### src/rtl/sobel_pkg.sv
// sobel_pkg: shared pixel/gradient widths, window types and default frame geometry
// for the Sobel path (WIDTH default doubles as the line-buffer DEPTH).
package sobel_pkg;
    localparam int PIX_W = 8;
    localparam int GRAD_W = 11;
    localparam int MAG_MAX = 255;
    localparam int DEF_WIDTH = 640;
    localparam int DEF_HEIGHT = 480;
    typedef logic [PIX_W-1:0] pix_t;
    typedef logic signed [GRAD_W-1:0] grad_t;
    typedef pix_t [2:0][2:0] win_t;
    // The centre pixel carries zero weight in both Sobel kernels, so it is not passed on.
    typedef struct packed {
        pix_t [2:0] r0;
        pix_t [2:0] r2;
        pix_t r1_c0;
        pix_t r1_c2;
    } nbr_t;
    function automatic grad_t widen(input pix_t p);
        return grad_t'({{(GRAD_W-PIX_W){1'b0}}, p});
    endfunction
endpackage

### src/rtl/sobel_kernel.sv
// sobel_kernel: two-stage Gx/Gy -> |Gx|+|Gy| pipeline with its valid/last pipe.
// SOBEL_THRESH_EN switches the stage-2 output to a binarised THRESH compare.
module sobel_kernel
    import sobel_pkg::*;
#(
    parameter int THRESH = 128
) (
    input  logic clk,
    input  logic rst,
    input  logic win_valid,
    input  logic win_last,
    input  nbr_t nbr,
    output pix_t mag,
    output logic valid,
    output logic frame_done
);
    grad_t gx, gy, gx_next, gy_next;
    logic v1, last1;
    logic [GRAD_W-1:0] sum;
`ifdef SOBEL_THRESH_EN
    localparam logic [GRAD_W-1:0] THR = GRAD_W'(THRESH);
`else
    localparam logic [GRAD_W-1:0] SAT = GRAD_W'(MAG_MAX);
`endif

    always_comb begin
        gx_next = (widen(nbr.r0[2]) + (widen(nbr.r1_c2) <<< 1) + widen(nbr.r2[2]))
                - (widen(nbr.r0[0]) + (widen(nbr.r1_c0) <<< 1) + widen(nbr.r2[0]));
        gy_next = (widen(nbr.r0[0]) + (widen(nbr.r0[1]) <<< 1) + widen(nbr.r0[2]))
                - (widen(nbr.r2[0]) + (widen(nbr.r2[1]) <<< 1) + widen(nbr.r2[2]));
        sum = (gx[GRAD_W-1] ? -gx : gx) + (gy[GRAD_W-1] ? -gy : gy);
    end

    always_ff @(posedge clk or negedge rst) begin
        if (!rst) begin
            gx <= '0;
            gy <= '0;
            v1 <= 1'b0;
            last1 <= 1'b0;
            mag <= '0;
            valid <= 1'b0;
            frame_done <= 1'b0;
        end else begin
            v1 <= win_valid;
            last1 <= win_valid && win_last;
            if (win_valid) begin
                gx <= gx_next;
                gy <= gy_next;
            end
            valid <= v1;
            frame_done <= last1;
`ifdef SOBEL_THRESH_EN
            mag <= (sum >= THR) ? '1 : '0;
`else
            mag <= (sum > SAT) ? '1 : sum[PIX_W-1:0];
`endif
        end
    end
endmodule

### src/rtl/sobel_window_core.sv
// sobel_window_core: 3x3 window shift and row/col tracking feeding sobel_kernel.
// Optional SOBEL_THRESH_EN binarises the output against THRESH.
module sobel_window_core
    import sobel_pkg::*;
#(
    parameter int WIDTH = DEF_WIDTH,
    parameter int HEIGHT = DEF_HEIGHT,
    parameter int THRESH = 128
) (
    input  logic clk,
    input  logic rst,
    input  logic frame_start_i,
    input  logic we_i,
    input  pix_t data0_i,
    input  pix_t data1_i,
    input  pix_t data2_i,
    output pix_t mag_o,
    output logic valid_o,
    output logic frame_done_o
);
    localparam int CW = $clog2(WIDTH);
    localparam int RW = $clog2(HEIGHT);
    localparam logic [CW-1:0] COL_LAST = CW'(WIDTH - 1);
    localparam logic [RW-1:0] ROW_LAST = RW'(HEIGHT - 1);

    logic [CW-1:0] col, cur_col, col_next;
    logic [RW-1:0] row, cur_row, row_next;
    logic completes, last_pix, win_valid, win_last;
    win_t win;
    nbr_t nbr;

    // A frame_start coinciding with a write makes that pixel (0,0).
    always_comb begin
        cur_col = frame_start_i ? '0 : col;
        cur_row = frame_start_i ? '0 : row;
        col_next = (cur_col == COL_LAST) ? '0 : cur_col + 1'b1;
        row_next = (cur_col != COL_LAST || cur_row == ROW_LAST) ? cur_row : cur_row + 1'b1;
        completes = we_i && cur_col >= CW'(2) && cur_row >= RW'(2);
        last_pix = cur_col == COL_LAST && cur_row == ROW_LAST;
    end

    always_ff @(posedge clk or negedge rst) begin
        if (!rst) begin
            col <= '0;
            row <= '0;
            win <= '0;
            win_valid <= 1'b0;
            win_last <= 1'b0;
        end else begin
            win_valid <= completes;
            win_last <= last_pix;
            if (we_i) begin
                col <= col_next;
                row <= row_next;
                win <= {{data2_i, win[2][2:1]}, {data1_i, win[1][2:1]}, {data0_i, win[0][2:1]}};
            end else if (frame_start_i) begin
                col <= '0;
                row <= '0;
            end
        end
    end

    assign nbr = '{r0: win[0], r2: win[2], r1_c0: win[1][0], r1_c2: win[1][2]};

    sobel_kernel #(.THRESH(THRESH)) u_kernel (
        .clk(clk),
        .rst(rst),
        .win_valid(win_valid),
        .win_last(win_last),
        .nbr(nbr),
        .mag(mag_o),
        .valid(valid_o),
        .frame_done(frame_done_o)
    );
endmodule

### config.mk
export PLATFORM = sky130hd
export DESIGN_NAME = sobel_window_core
export DESIGN_NICKNAME = d
export VERILOG_FILES = /design/src/rtl/sobel_pkg.sv /design/src/rtl/sobel_kernel.sv /design/src/rtl/sobel_window_core.sv
export SDC_FILE = /design/constraint.sdc
export NUM_CORES = 1
export LEC_CHECK = 0
export ABC_AREA = 1
export BUFFER_PORTS_ARGS = -buffer_cell sky130_fd_sc_hd__buf_4
export CORE_ASPECT_RATIO = 0.5
export CORE_MARGIN = 5
export CORE_UTILIZATION = 40
export DETAILED_ROUTE_END_ITERATION = 10
export HOLD_SLACK_MARGIN = 0.05
export SLEW_MARGIN = 20
export SYNTH_ARGS = -nofsm -noshare
export SYNTH_HDL_FRONTEND = slang
export SYNTH_HIERARCHICAL = 1
export SYNTH_SLANG_ARGS = --single-unit
### constraint.sdc
create_clock -name clk -period 3.6 [get_ports clk]
set_input_delay 1.08 -clock clk [delete_from_list [all_inputs] [get_ports clk]]
set_output_delay 1.08 -clock clk [all_outputs]
set_load 0.01 [all_outputs]
# After elaboration in Yosys (flattened, before gate mapping)
# Index checks and enable logic that the tools add are counted.
# classes
addsub	15
order_cmp	3
eq_ne	3
mux	9
reduce_logical	5
# ops
op	count
$add A11 B9 Y11	4
$add A8 B9 Y10	4
$mux W10	3
$mux W9	3
$mux W11	2
$neg A11 Y11	2
$sub A11 B11 Y11	2
$add A11 B11 Y11	1
$gt A11 B8 Y1 const B	1
$add A10 B1 Y10 const B	1
$eq A10 B10 Y1 const B	1
$ge A10 B2 Y1 const B	1
$ne A10 B10 Y1 const B	1
$add A9 B1 Y9 const B	1
$eq A9 B9 Y1 const B	1
$ge A9 B2 Y1 const B	1
$mux W8	1
$logic_and A1 B1 Y1	4
$logic_or A1 B1 Y1	1
# totals
register_bits	127
input_bits	28
output_inout_bits	10
wordCells	55

# Depth between registers and ports, before layout
# logic_depth
depth_word	5
depth_mapped	17
mapped_depth_nobuf	17

# Hierarchy
# Netlist, hierarchy kept.
# by_module_without_submodules
module	instances	cells_each	area_each_um2	seq_area_each_um2
sobel_kernel	1	548	4506.8	850.8
sobel_window_core	1	473	4105.2	2327.2

# Least setup slack after synthesis
# No wires, ideal clock.
# synth_timing
path_type	reg2reg
startpoint	reg win, in the netlist nbr[10]
endpoint	reg u_kernel.gx[6]
setup_ns	0.131
arrival_time_ns	3.002
required_ns	3.469
slack_ns	0.466
stages_incl_launch_ff	14
n_path_buf	0
synth_period_minus_slack_ns	3.134
cell_sequence	dfrtp_1 -> inv_1 -> fa_1 -> inv_1 -> fa_1 -> fa_1 -> inv_1 -> ha_1 -> a21oi_1 -> nand2_1 -> a21oi_1 -> or2_2 -> nand3_1 -> o21ai_0
# synth_via
elab_chain_len	3
# synth_rtl
item	line	source
from (decl)	sobel_window_core.sv:29	win_t win;
from (signal assigned)	sobel_window_core.sv:55	win <= {{data2_i, win[2][2:1]}, {data1_i, win[1][2:1]}, {data0_i, win[0][2:1]}};
$add A8 B9 Y10	sobel_kernel.sv:28	- (widen(nbr.r0[0]) + (widen(nbr.r1_c0) <<< 1) + widen(nbr.r2[0]));
$add A11 B9 Y11	sobel_kernel.sv:28	
$sub A11 B11 Y11	sobel_kernel.sv:28	
to (signal assigned)	sobel_kernel.sv:47	gx <= gx_next;
to (decl)	sobel_kernel.sv:17	grad_t gx, gy, gx_next, gy_next;
# Every way passes these cells.
# A chain may end at the register's enable or synchronous reset.

# Worst setup path in the final report
# layout_timing
startpoint	reg win, in the netlist nbr[14]
endpoint	reg u_kernel.gx[10]
# The elaborated chain is that of the path after synthesis.

==> metrics.txt <==
Critical Path End Type=flip-flop; DRT iter0 DRCs=309; Ports=38; row count=37; Crit path required time=3.90 ns; wire length per cell=13.4 um; Yosys Warn Count=6; power per cell area=910 nW/um^2; Sw Pwr=4.17 mW; most common cell after layout, fill and taps aside=nand2_1; H-tree Lvls=4; Ant. Diodes=0; DP Wirelength=13900 um; GRT Overall Usage=0.157; Core Area=20800 sq um; TritonCTS Buffers=17; Final GP Congestion=0.835; worst clock skew=0.00612 ns; MaxCap Viol Count=0; number of global-route vias before repair=6295; first-pass detailed-route iteration total=5; peak supply drop=579 uV; Crit Path Category=reg2reg; Post-Layout Inst Area=9730 sq um; part of the power in the clock network=0.186; CP cell instances=inv_1, fa_1, inv_1, fa_1, fa_1, inv_1, ha_1, nand2_1, nor3_1, o21ai_0, nand4_1, o21ai_0; Leak=4.84 nW; hold_buf cts=0; Mapped Area=8610 sq um; post-route ant nets=0; Detailed Route WL=18000 um; Internal=4.69 mW; Reg power frac=0.210; slowest CP cell=fa_1; Num Clock Sinks=127; Hold WC Path Type=reg2reg; Setup Fix Bufs, Post-CTS=0; hold slack=0.349 ns; min Tclk post-route=3.40 ns; Tcrit/Tclk final=0.945; final setup vio count=0; distinct cell type count of the synthesized netlist=41; Final Hold Viols=0; Mapped Nets=1152; Worst-Margin Slew=0.599 ns; worst reg2reg path depth=12; antenna violations before repair=0; Starting Density=0.413; Cells on Worst Hold Path=0; Root Driver=clkbuf_16; Buffers on Ports=37; status=finished clean; Seq/Total Area, Yosys=0.369; Max Root-Sink Buffers=2; fin cells=1345; Slew Viols, Final=0; DR vias=6250; Skew-Pair Late Insertion Delay=0.43 ns; layout net count=1190; die height=114 um; Setup crit start kind=flip-flop; CP max FO=4; Synth Register Bits=127; share of cells above drive strength 1=0.112; WP data arrival=3.70 ns; Clock transition at path regs=0.06 ns; Gate power share=0.604; largest net degree at the start of global routing=63; Net Sw Frac=0.471; Crit path largest cell delay=0.55 ns; post-synthesis cell count=1021; gr ovfl total=0; Die W=218 um; Max Clock Freq=0.294 GHz; Mean Syn Cell Area=8.43 sq um; die area=24700 sq um; number of remaining DRC errors=0; vias per cell=4.65; Fin Setup TNS=0 ns; placed inst area=9170 sq um; commonest cells after routing, fill and taps aside=269 x nand2_1, 182 x inv_1, 127 x dfrtp_1; dpl cells=1313; first-pass GRT wire length=31100 um; slew margin rel.=0.601; RSZ-0062 raised after global routing=no; CTS tree=done; Synth-to-Final Area Change=13.0%
==> synthesized netlist by cell type (all sizes together) <==
library cell,count,area (sq um)
nand2,282,1110
inv,186,701
dfrtp,127,3180
o21ai,82,410
nor2,67,332
fa,63,1260
nand3,55,318
ha,40,500
xor2,28,245
a21oi,24,124
clkbuf,17,63.8
nand4,10,68.8
nor3,9,72.6
buf,8,66.3
a31oi,5,31.3
xnor2,5,43.8
nand3b,3,22.5
o21bai,2,15.0
o22ai,2,12.5
or2,2,12.5
a211oi,1,7.51
a21o,1,7.51
and3,1,6.26
nor4,1,6.26
==> critical path: cells and delay by family (launching register included) <==
family                     cells  cell delay [ns]
and+or+nand+nor                3             0.52
adders and majority gates      4             1.94
AOI/OAI and AO/OA              2             0.27
buffers and inverters          3             0.18
DFF                            1             0.35
==> final cells by class <==
class                   count  area, sq um
clock buffers              18          429
flip-flops and latches    127         3180
clock inverters            14          131
fillers                  2023        11100
repair buffers             44          347
inverters                 186          701
multi-input cells         683         4610
well taps                 273          342
==> kinds of logic after synthesis <==
group,share of synthesized area
buffers and inverters,0.0965
and+or+nand+nor,0.226
DFF,0.369
adders and majority gates,0.205
AOI/OAI and AO/OA,0.0706
xor gates and xnor gates,0.0336
==> sequential cells by signal (all words and copies together) (netlist names) <==
name	flops
u_kernel/gx	11
win_last	1
u_kernel/valid	1
col	10
u_kernel/v1	1
u_kernel/mag	8
u_kernel/gy	11
win_valid	1
win	8
row	9
nbr	64
u_kernel/frame_done	1
u_kernel/last1	1
==> stage by stage <==
stage | total power, mW | util | setup slack [ns]
after floorplan | 6.09 | - | 0.466
after global placement | 7.15 | 0.440 | 0.326
after detailed placement | 7.23 | 0.440 | 0.254
after CTS | 8.97 | 0.467 | 0.237
after global routing | 9.90 | 0.467 | 0.00534
final | 8.86 | 0.467 | 0.198
==> power groups by stage <==
stage	clock network (mW)	logic (mW)	registers (mW)
after detailed placement	0	5.35	1.88
after CTS	1.71	5.40	1.86
after floorplan	0	4.25	1.83
after global routing	1.77	6.24	1.89
final	1.65	5.35	1.86
after global placement	0	5.28	1.88
==> repair_timing <==
action,CTS,global route
resized for setup,0,1
hold endpoints to repair,0,0
endpoints found under the setup margin,0,1
==> worst paths after layout <==
| kind | start | endpoint | slack, ns |
|---|---|---|---|
| worst max register to register | nbr[14]$_DFFE_PN0P_ | u_kernel/gx[10]$_DFFE_PN0P_ | 0.20 |
| worst min register to register | u_kernel/last1$_DFF_PN0_ | u_kernel/frame_done$_DFF_PN0_ | 0.35 |
| min in group asynchronous | rst | row[0]$_DFF_PN0_ | 0.63 |
| worst max-delay path | nbr[14]$_DFFE_PN0P_ | u_kernel/gx[10]$_DFFE_PN0P_ | 0.20 |
| worst min-delay path | u_kernel/last1$_DFF_PN0_ | u_kernel/frame_done$_DFF_PN0_ | 0.35 |
| max in group asynchronous | rst | u_kernel/gx[0]$_DFFE_PN0P_ | 2.26 |
==> layer usage <==
metal | up-vias | GRT usage | wire (um)
met4 | 0 | 0.0463 | 222
li1 | 3216 | - | -
met1 | 2932 | 0.229 | 9420
met5 | - | 0 | 0
met3 | 18 | 0.0339 | 566
met2 | 84 | 0.236 | 7780
Note: power is estimated with default switching activity, not from simulation.
